`src/rtl/i2c_text_register_if.sv`:
```
// Register bus from the I2C slave plus the cell-write stream toward the text sink.
// Cell write: a transfer happens on a rising edge where wr_valid && wr_ready; while wr_valid=1 and wr_ready=0 the payload holds.
interface i2c_text_register_if;
  logic [7:0] addr;
  logic [7:0] dataIn;
  logic       writeEn;
  logic [7:0] dataOut;
  logic       wr_valid;
  logic       wr_ready;
  logic [7:0] wr_char;
  logic [7:0] wr_x;
  logic [7:0] wr_y;
  logic [7:0] wr_attr1;
  logic [7:0] wr_attr2;
  logic       state_dbg;

  modport slave (
    input  addr, dataIn, writeEn, wr_ready,
    output dataOut, wr_valid, wr_char, wr_x, wr_y, wr_attr1, wr_attr2, state_dbg
  );

  modport master (
    output addr, dataIn, writeEn, wr_ready,
    input  dataOut, wr_valid, wr_char, wr_x, wr_y, wr_attr1, wr_attr2, state_dbg
  );
endinterface

```
`src/rtl/i2c_text_register.sv`:
```
// Text-mode register file: cursor/attribute registers, a character FIFO and a
// clear-screen engine feeding a valid/ready cell-write stream.
module i2c_text_register #(
  parameter int COLS       = 80,
  parameter int ROWS       = 30,
  parameter int FIFO_DEPTH = 8
) (
  input logic clk,
  input logic rst_n,
  i2c_text_register_if.slave bus
);
  localparam int PW = $clog2(FIFO_DEPTH);
  localparam int CW = PW + 1;
  localparam logic [7:0] MAX_X = 8'(COLS - 1);
  localparam logic [7:0] MAX_Y = 8'(ROWS - 1);

  typedef enum logic {IDLE = 1'b0, CLEAR = 1'b1} state_t;
  typedef struct packed {
    logic [7:0] ch;
    logic [7:0] x;
    logic [7:0] y;
    logic [7:0] a1;
    logic [7:0] a2;
  } cell_t;

  state_t         state;
  logic [7:0]     x_q, y_q, attr1_q, attr2_q, last_q, dout_q;
  logic [5:0]     ctrl_q;
  logic           overflow_q;
  cell_t          mem [FIFO_DEPTH];
  logic [PW-1:0]  wptr, rptr;
  logic [CW-1:0]  cnt;
  logic [7:0]     cx, cy, clr_a1, clr_a2;

  logic       fifo_full, fifo_empty, valid, hs, pop, push, drop;
  logic       char_wr, ctrl_wr, clear_done;
  logic [7:0] nx, ny, rdata, status;
  cell_t      head;

  assign char_wr    = bus.writeEn && (bus.addr == 8'h00);
  assign ctrl_wr    = bus.writeEn && (bus.addr == 8'h05);
  assign fifo_full  = (cnt == CW'(FIFO_DEPTH));
  assign fifo_empty = (cnt == '0);
  assign valid      = (state == CLEAR) || !fifo_empty;
  assign hs         = valid && bus.wr_ready;
  assign pop        = (state == IDLE) && hs;
  // A pop on the same edge frees the slot, so a full FIFO still accepts the push.
  assign push       = char_wr && (!fifo_full || pop);
  assign drop       = char_wr && !push;
  assign clear_done = (state == CLEAR) && hs && (cx == MAX_X) && (cy == MAX_Y);
  assign status     = {state == CLEAR, overflow_q, fifo_full, fifo_empty, 4'(cnt)};

  assign head = (state == CLEAR) ? cell_t'{8'h20, cx, cy, clr_a1, clr_a2} : mem[rptr];

  assign bus.wr_valid  = valid;
  assign bus.wr_char   = head.ch;
  assign bus.wr_x      = head.x;
  assign bus.wr_y      = head.y;
  assign bus.wr_attr1  = head.a1;
  assign bus.wr_attr2  = head.a2;
  assign bus.dataOut   = dout_q;
  assign bus.state_dbg = state;

  always_comb begin
    nx = x_q;
    ny = y_q;
    if (ctrl_q[0]) begin
      if (x_q != MAX_X) begin
        nx = x_q + 8'd1;
      end else if (y_q != MAX_Y) begin
        nx = 8'd0;
        ny = y_q + 8'd1;
      end else if (ctrl_q[1]) begin
        nx = 8'd0;
        ny = 8'd0;
      end
    end
  end

  always_comb begin
    rdata = 8'h00;
    case (bus.addr)
      8'h00: rdata = last_q;
      8'h01: rdata = x_q;
      8'h02: rdata = y_q;
      8'h03: rdata = attr1_q;
      8'h04: rdata = attr2_q;
      8'h05: rdata = {2'b00, ctrl_q};
      8'h06: rdata = status;
      default: rdata = 8'h00;
    endcase
  end

  always_ff @(posedge clk or negedge rst_n) begin
    if (!rst_n) begin
      state      <= IDLE;
      x_q        <= 8'h00;
      y_q        <= 8'h00;
      attr1_q    <= 8'h07;
      attr2_q    <= 8'h00;
      ctrl_q     <= 6'h03;
      last_q     <= 8'h00;
      dout_q     <= 8'h00;
      overflow_q <= 1'b0;
      wptr       <= '0;
      rptr       <= '0;
      cnt        <= '0;
      cx         <= 8'h00;
      cy         <= 8'h00;
      clr_a1     <= 8'h00;
      clr_a2     <= 8'h00;
      for (int i = 0; i < FIFO_DEPTH; i++) mem[i] <= '0;
    end else begin
      dout_q <= rdata;

      if (bus.writeEn) begin
        case (bus.addr)
          8'h00: last_q  <= bus.dataIn;
          8'h01: x_q     <= (bus.dataIn > MAX_X) ? MAX_X : bus.dataIn;
          8'h02: y_q     <= (bus.dataIn > MAX_Y) ? MAX_Y : bus.dataIn;
          8'h03: attr1_q <= bus.dataIn;
          8'h04: attr2_q <= bus.dataIn;
          8'h05: ctrl_q  <= bus.dataIn[5:0];
          default: ;
        endcase
      end

      if (push) begin
        mem[wptr] <= cell_t'{bus.dataIn, x_q, y_q, attr1_q, attr2_q};
        wptr      <= wptr + 1'b1;
        x_q       <= nx;
        y_q       <= ny;
      end
      if (pop) rptr <= rptr + 1'b1;
      case ({push, pop})
        2'b10:   cnt <= cnt + 1'b1;
        2'b01:   cnt <= cnt - 1'b1;
        default: ;
      endcase

      if (drop) overflow_q <= 1'b1;
      else if (ctrl_wr && bus.dataIn[6]) overflow_q <= 1'b0;

      case (state)
        IDLE: begin
          if (ctrl_wr && bus.dataIn[7]) begin
            state  <= CLEAR;
            cx     <= 8'h00;
            cy     <= 8'h00;
            clr_a1 <= attr1_q;
            clr_a2 <= attr2_q;
          end
        end
        CLEAR: begin
          if (hs) begin
            if (cx != MAX_X) begin
              cx <= cx + 8'd1;
            end else begin
              cx <= 8'h00;
              if (cy != MAX_Y) cy <= cy + 8'd1;
              else cy <= 8'h00;
            end
          end
          // Clear exit homes the cursor, overriding any autoinc on this edge.
          if (clear_done) begin
            state <= IDLE;
            x_q   <= 8'h00;
            y_q   <= 8'h00;
          end
        end
        default: state <= IDLE;
      endcase
    end
  end
endmodule

```
`src/flat_wrapper.sv`:
```
// flat-port wrapper written by rule: the top's interface ports become plain ports
module i2c_text_register_flat 
#(
  parameter int COLS       = 80,
  parameter int ROWS       = 30,
  parameter int FIFO_DEPTH = 8
)
  (clk, rst_n, bus_addr, bus_dataIn, bus_writeEn, bus_wr_ready, bus_dataOut, bus_wr_valid, bus_wr_char, bus_wr_x, bus_wr_y, bus_wr_attr1, bus_wr_attr2, bus_state_dbg);
  i2c_text_register_if bus_i ();
  input logic clk;
  input logic rst_n;
  input wire logic [$bits(bus_i.addr)-1:0] bus_addr;
  input wire logic [$bits(bus_i.dataIn)-1:0] bus_dataIn;
  input wire logic [$bits(bus_i.writeEn)-1:0] bus_writeEn;
  input wire logic [$bits(bus_i.wr_ready)-1:0] bus_wr_ready;
  output wire logic [$bits(bus_i.dataOut)-1:0] bus_dataOut;
  output wire logic [$bits(bus_i.wr_valid)-1:0] bus_wr_valid;
  output wire logic [$bits(bus_i.wr_char)-1:0] bus_wr_char;
  output wire logic [$bits(bus_i.wr_x)-1:0] bus_wr_x;
  output wire logic [$bits(bus_i.wr_y)-1:0] bus_wr_y;
  output wire logic [$bits(bus_i.wr_attr1)-1:0] bus_wr_attr1;
  output wire logic [$bits(bus_i.wr_attr2)-1:0] bus_wr_attr2;
  output wire logic [$bits(bus_i.state_dbg)-1:0] bus_state_dbg;
  assign bus_i.addr = bus_addr;
  assign bus_i.dataIn = bus_dataIn;
  assign bus_i.writeEn = bus_writeEn;
  assign bus_i.wr_ready = bus_wr_ready;
  assign bus_dataOut = bus_i.dataOut;
  assign bus_wr_valid = bus_i.wr_valid;
  assign bus_wr_char = bus_i.wr_char;
  assign bus_wr_x = bus_i.wr_x;
  assign bus_wr_y = bus_i.wr_y;
  assign bus_wr_attr1 = bus_i.wr_attr1;
  assign bus_wr_attr2 = bus_i.wr_attr2;
  assign bus_state_dbg = bus_i.state_dbg;
  i2c_text_register #(.COLS(COLS), .ROWS(ROWS), .FIFO_DEPTH(FIFO_DEPTH)) u_core (.clk(clk), .rst_n(rst_n), .bus(bus_i));
endmodule
```
`config.mk`:
```
export PLATFORM = sky130hd
export DESIGN_NAME = i2c_text_register_flat
export DESIGN_NICKNAME = d
export VERILOG_FILES = /design/src/rtl/i2c_text_register_if.sv /design/src/rtl/i2c_text_register.sv /design/src/flat_wrapper.sv
export SDC_FILE = /design/constraint.sdc
export NUM_CORES = 1
export LEC_CHECK = 0
export CORE_ASPECT_RATIO = 1.75
export CORE_MARGIN = 4
export CORE_UTILIZATION = 65
export CTS_CLUSTER_DIAMETER = 120
export DETAILED_ROUTE_END_ITERATION = 8
export GPL_ROUTABILITY_DRIVEN = 0
export PLACE_DENSITY = 0.84
export SLEW_MARGIN = 10
export SYNTH_ARGS = -nofsm -noshare
export SYNTH_HDL_FRONTEND = slang
export SYNTH_SLANG_ARGS = --single-unit
```
`constraint.sdc`:
```
create_clock -name clk -period 6.9 [get_ports clk]
set_input_delay 1.38 -clock clk [delete_from_list [all_inputs] [get_ports clk]]
set_output_delay 1.38 -clock clk [all_outputs]
set_load 0.005 [all_outputs]
```
## Yosys cells after proc, flatten, opt, wreduce, memory -nomap -nowiden

Index checks and enable logic that the tools add are counted.

| word-level totals | value |
|---|---|
| output and inout port bits | 50 |
| input bits | 20 |
| bits in registers | 418 |

| cells by class | value |
|---|---|
| $add $sub $neg | 8 |
| reduce and logical (&&, ||, !) cells | 28 |
| equal/unequal tests | 18 |
| $lt $le $gt $ge | 5 |
| muxes and demuxes | 42 |
| bitwise logic cells | 3 |

Operators with widths:

| cell | count |
|---|---|
| $bwmux W320 | 1 |
| $mux W8 | 26 |
| $mux W40 | 4 |
| $bmux W40 S3 | 1 |
| $demux W40 S3 | 1 |
| $pmux W8 S7 | 1 |
| $add A8 B1 Y8 const B | 4 |
| $pmux W8 S2 | 2 |
| $eq A8 B3 Y1 const B | 3 |
| $eq A8 B2 Y1 const B | 2 |
| $ne A8 B5 Y1 const B | 2 |
| $ne A8 B7 Y1 const B | 2 |
| $logic_and A1 B1 Y1 | 12 |
| $reduce_and A2 Y1 | 6 |
| $eq A8 B1 Y1 const B | 1 |
| $eq A8 B5 Y1 const B | 1 |
| $eq A8 B7 Y1 const B | 1 |
| $ge A4 B4 Y1 const B | 2 |
| $gt A8 B5 Y1 const B | 1 |
| $gt A8 B7 Y1 const B | 1 |
| $logic_not A8 Y1 | 1 |
| $not A3 Y4 | 2 |
| $pmux W4 S2 | 1 |
| $add A3 B1 Y3 const B | 2 |
| 15 further kinds | 24 |

## Depth between registers and ports, before layout

| logic depth | value |
|---|---|
| depth in word-level cells | 10 |
| depth in mapped cells | 14 |

## Worst setup path before layout

No wires, ideal clock.

| path | value |
|---|---|
| path type | input to register |
| from | in bus_addr[1] |
| to | reg u_core.cnt[2] |
| library setup time | 132 ps |
| path slack | 2391 ps |
| data arrival time | 4377 ps |
| stages | 14 |
| path buffers | 4 |
| path through | clkbuf_1 -> or4b_1 -> a2111oi_4 -> inv_2 -> clkbuf_1 -> clkbuf_1 -> ha_1 -> clkbuf_1 -> xor2_1 -> ha_1 -> a21oi_1 -> xor2_1 -> nor2_1 -> xor2_1 |

| on the way | value |
|---|---|
| cells in the longest elaborated chain, start to end | 5 |
| elaborated cells on any way between the ends | 7 |
| classes of those cells | eq/ne: 2; mux: 1; reduce/logical: 4 |

Ends and longest elaborated chain:

| element | line | text |
|---|---|---|
| start: declaration | flat_wrapper.sv:12 | `input wire logic [$bits(bus_i.addr)-1:0] bus_addr;` |
| $logic_not A8 Y1 * | i2c_text_register.sv:40 | `assign char_wr = bus.writeEn && (bus.addr == 8'h00);` |
| $logic_and A1 B1 Y1 * | i2c_text_register.sv:40 |  |
| $logic_and A1 B1 Y1 * | i2c_text_register.sv:48 | `assign push = char_wr && (!fifo_full \|\| pop);` |
| $eq A2 B1 Y1 / $eq A2 B2 Y1 (equally long branches) | i2c_text_register.sv:135 | `case ({push, pop})` |
| $pmux W4 S2 / $reduce_bool A2 Y1 (equally long branches) | -- |  |
| end signal: assignment | i2c_text_register.sv:136 | `2'b10: cnt <= cnt + 1'b1;` |
| end signal: assignment | i2c_text_register.sv:137 | `2'b01: cnt <= cnt - 1'b1;` |
| end: declaration | i2c_text_register.sv:32 | `logic [CW-1:0] cnt;` |

Mark *: on every way between the ends. The rest lies on a longest branch, timed or not.
A chain may end at the register's enable or synchronous reset.

## Final worst setup path

| path | value |
|---|---|
| from | reg u_core.rptr[0] |
| to | out bus_wr_char[5] |

| on the way | value |
|---|---|
| cells in the longest elaborated chain, start to end | 5 |

Ends and longest elaborated chain:

| element | line | text |
|---|---|---|
| start: declaration | i2c_text_register.sv:31 | `logic [PW-1:0] wptr, rptr;` |
| start signal: assignment | i2c_text_register.sv:134 | `if (pop) rptr <= rptr + 1'b1;` |
| $not A3 Y4 (implied by the code) | i2c_text_register.sv:53 | `assign head = (state == CLEAR) ? cell_t'{8'h20, cx, cy, clr_a1, clr_a2} : mem[rptr];` |
| $bmux W40 S3 | i2c_text_register.sv:53 |  |
| $mux W40 (implied by the code) (2 in a row) | i2c_text_register.sv:53 |  |
| $mux W40 | i2c_text_register.sv:53 |  |
| end: declaration | flat_wrapper.sv:18 | `output wire logic [$bits(bus_i.wr_char)-1:0] bus_wr_char;` |

No other way between the ends. The select of a mux whose other input is x is not followed.

==> flow_metrics.tcl <==
set metrics [dict create \
    tightestPinTransition_ps 1260 \
    synth_seq_cells 418 \
    cp-end-kind "output port" \
    postPlaceCellArea_sq_um 20900 \
    met1_usage_pct 35.6 \
    drcViolationCount 0 \
    p_leak_nw 10.5 \
    path_max_fanout 39 \
    syn-num-nets 1498 \
    nets 1510 \
    fin_setup_tns_ps 0 \
    crit_type "flip-flop to output port" \
    clk_path_buf_depth 3 \
    grtUsageMet3_pct 4.95 \
    dp_hpwl_microns 30300 \
    regMostFlops "u_core.mem" \
    vias 12700 \
    synth_cell_types 64 \
    met2_usage_pct 51.8 \
    drive_gt1_share_pct 36.5 \
    p_per_area_nw_per_um2 262 \
    arrival_ps 3600 \
    cts-root-buf "clkbuf_16" \
    cts.htree.levels 2 \
    grt_pass1_wl_microns 78100 \
    port_buffers 69 \
    grt-busiest-layer "met2" \
    grt_overflow 0 \
    cp.required_ps 5520 \
    fin_crit_sh_pct 72.2 \
    max_cap_violations 0 \
    cts.sinks 418 \
    grt_usage_pct 30.2 \
    first_iter_violations 1023 \
    synth_seq_area_share_pct 52.7 \
    layout_min_cycle_time_ps 4980 \
    drt_first_pass_iters 6 \
    syn_area_sq_um 19900 \
    wire_per_inst_microns 25.9 \
    cts_setup_buffers 0 \
    grt_pass1_vias 13900 \
    status "completed" \
    post-route-cell-area_sq_um 22300 \
    yosysWarnings 0 \
    worstSetupStartpointType "flip-flop" \
    routed_via_density 6.69 \
    diodes 0 \
    synth_ff_type "dfrtp_1" \
    clk_pin_slew_ps 70 \
    final_cell_mix "409 x dfrtp_1, 340 x mux2_2, 91 x nand2_1" \
    fp.dieArea_sq_um 33500 \
    antenna_found_initial 0 \
    rsz0062_at_grt "no" \
    synthCells 1467 \
    synth-async-reset-ratio_pct 100 \
    final_common_cell "dfrtp_1" \
    die_x_microns 140 \
    dp_cells 1827 \
    largest_register_ffs 320 \
    final-instance-count-excl-fill 1894 \
    synth.avg_cell_area_sq_um 13.5 \
    std_cell_rows 84 \
    area_delta_synth_final_pct 12.1 \
    fin_total_pwr_mw 5.84 \
    worstSkewPairLatency_ps 550 \
    cts_made_buffers 37 \
    core_sq_um 30200 \
    cts_hold_buf 0 \
    ir_worst_vdd_v 0.000244 \
    skew_ps 18.7 \
    slew_violations 0 \
    setup-violations-final 0 \
    io_pins 70 \
    clock.fmax_mhz 201 \
    cts_resized 0 \
    ant_nets 0 \
    cts_tree "yes" \
    grt_max_degree 131 \
    start_util_pct 65.9 \
    slew_headroom_pct 15.1 \
    hold_viol 0 \
    hp-class "flip-flop to flip-flop" \
    wl_microns 49100 \
    synth_edf_count 0 \
    nFillCells 1851 \
    fp.dieH_microns 239 \
]
layer usage:
layer | vias to the layer above | share of wire (%)
met5 | - | 0
met4 | 0 | 7.0
met3 | 199 | 5.0
met2 | 460 | 51
met1 | 6588 | 37
li1 | 5423 | -
cell type report:
type | count | area (sq um) | area share (%)
Tap cell | 387 | 484 | 2.17
Clock inverter | 15 | 262 | 1.17
Timing Repair Buffer | 102 | 968 | 4.35
Multi-Input combinational cell | 910 | 8910 | 40.0
Clock buffer | 52 | 1130 | 5.10
Inverter | 10 | 37.5 | 0.169
Sequential cell | 418 | 10500 | 47.0
synth_stat cells, drive strengths merged, types with 3 or more instances:
| master | instances | area (sq um) |
|---|---|---|
| nand2 | 91 | 342 |
| nor3 | 21 | 105 |
| a211oi | 13 | 97.6 |
| dfstp | 5 | 131 |
| nor4 | 10 | 68.8 |
| o21a | 5 | 37.5 |
| nand3b | 4 | 30.0 |
| xor2 | 6 | 52.6 |
| or4 | 4 | 30.0 |
| nand3 | 15 | 75.1 |
| inv | 10 | 37.5 |
| clkbuf | 97 | 364 |
| buf | 32 | 140 |
| mux4 | 86 | 1940 |
| a31oi | 3 | 18.8 |
| a21oi | 24 | 120 |
| xnor2 | 4 | 35.0 |
| nor4b | 5 | 56.3 |
| a22o | 4 | 35.0 |
| o41ai | 3 | 26.3 |
| nand4b | 4 | 35.0 |
| o211ai | 4 | 30.0 |
| nand4 | 10 | 62.6 |
| mux2i | 46 | 460 |
| ha | 11 | 138 |
| o31ai | 8 | 60.1 |
| and3 | 7 | 43.8 |
| dfrtp | 413 | 10300 |
| mux2 | 360 | 4050 |
| nand2b | 8 | 50.1 |
| o21ai | 71 | 355 |
| a21o | 4 | 30.0 |
| nor2b | 7 | 43.8 |
| nor2 | 40 | 150 |
| or2 | 3 | 18.8 |
logic make-up (layout without fill, tap and decap cells):
logic type,Yosys count,in the layout,synth area share [%]
muxes,492,492,32.5
xor gates and xnor gates,10,10,0.441
and+or+nand+nor,239,239,6.01
DFF,418,418,52.7
buffers and inverters,139,179,2.73
adders and majority gates,11,11,0.693
AOI/OAI and AO/OA,158,158,5.00
path summary, 6_finish.rpt:
kind                       depth (start not counted)          endpoint                 start  slack [ps]
max in group asynchronous                          2    u_core.rptr[0]                 rst_n        4610
min in group asynchronous                          1  u_core.clr_a2[2]                 rst_n         920
min reg2reg                                        1   u_core.mem[236]       u_core.mem[236]         480
min                                                1   u_core.mem[236]       u_core.mem[236]         480
max                                                5    bus_wr_char[5]        u_core.rptr[0]        1920
max reg2reg                                        7   u_core.mem[205]  u_core.bus.state_dbg        3430
metrics by stage:
step	setup WS (ps)	utilization (%)	hold slack (ps)
3_5_place_dp	1860	69.2	469
3_3_place_gp	1940	69.2	456
6_report	1920	73.8	484
4_1_cts	1810	73.8	483
5_1_grt	1670	73.8	504
2_1_floorplan	2390	-	445
critical path, stage by stage (launching register included):
cell and delay, ps:
dfrtp_4 960, buf_4 610, mux4_2 560, nor2b_1 150, a211o_1 280, clkdlybuf4s50_1 460
power by group:
group	total (mW)	internal [mW]	switching [mW]
combinational	0.683	0.363	0.319
sequential	2.82	2.51	0.312
clock	2.34	1.41	0.927
Power figures use the tool's default switching activity.
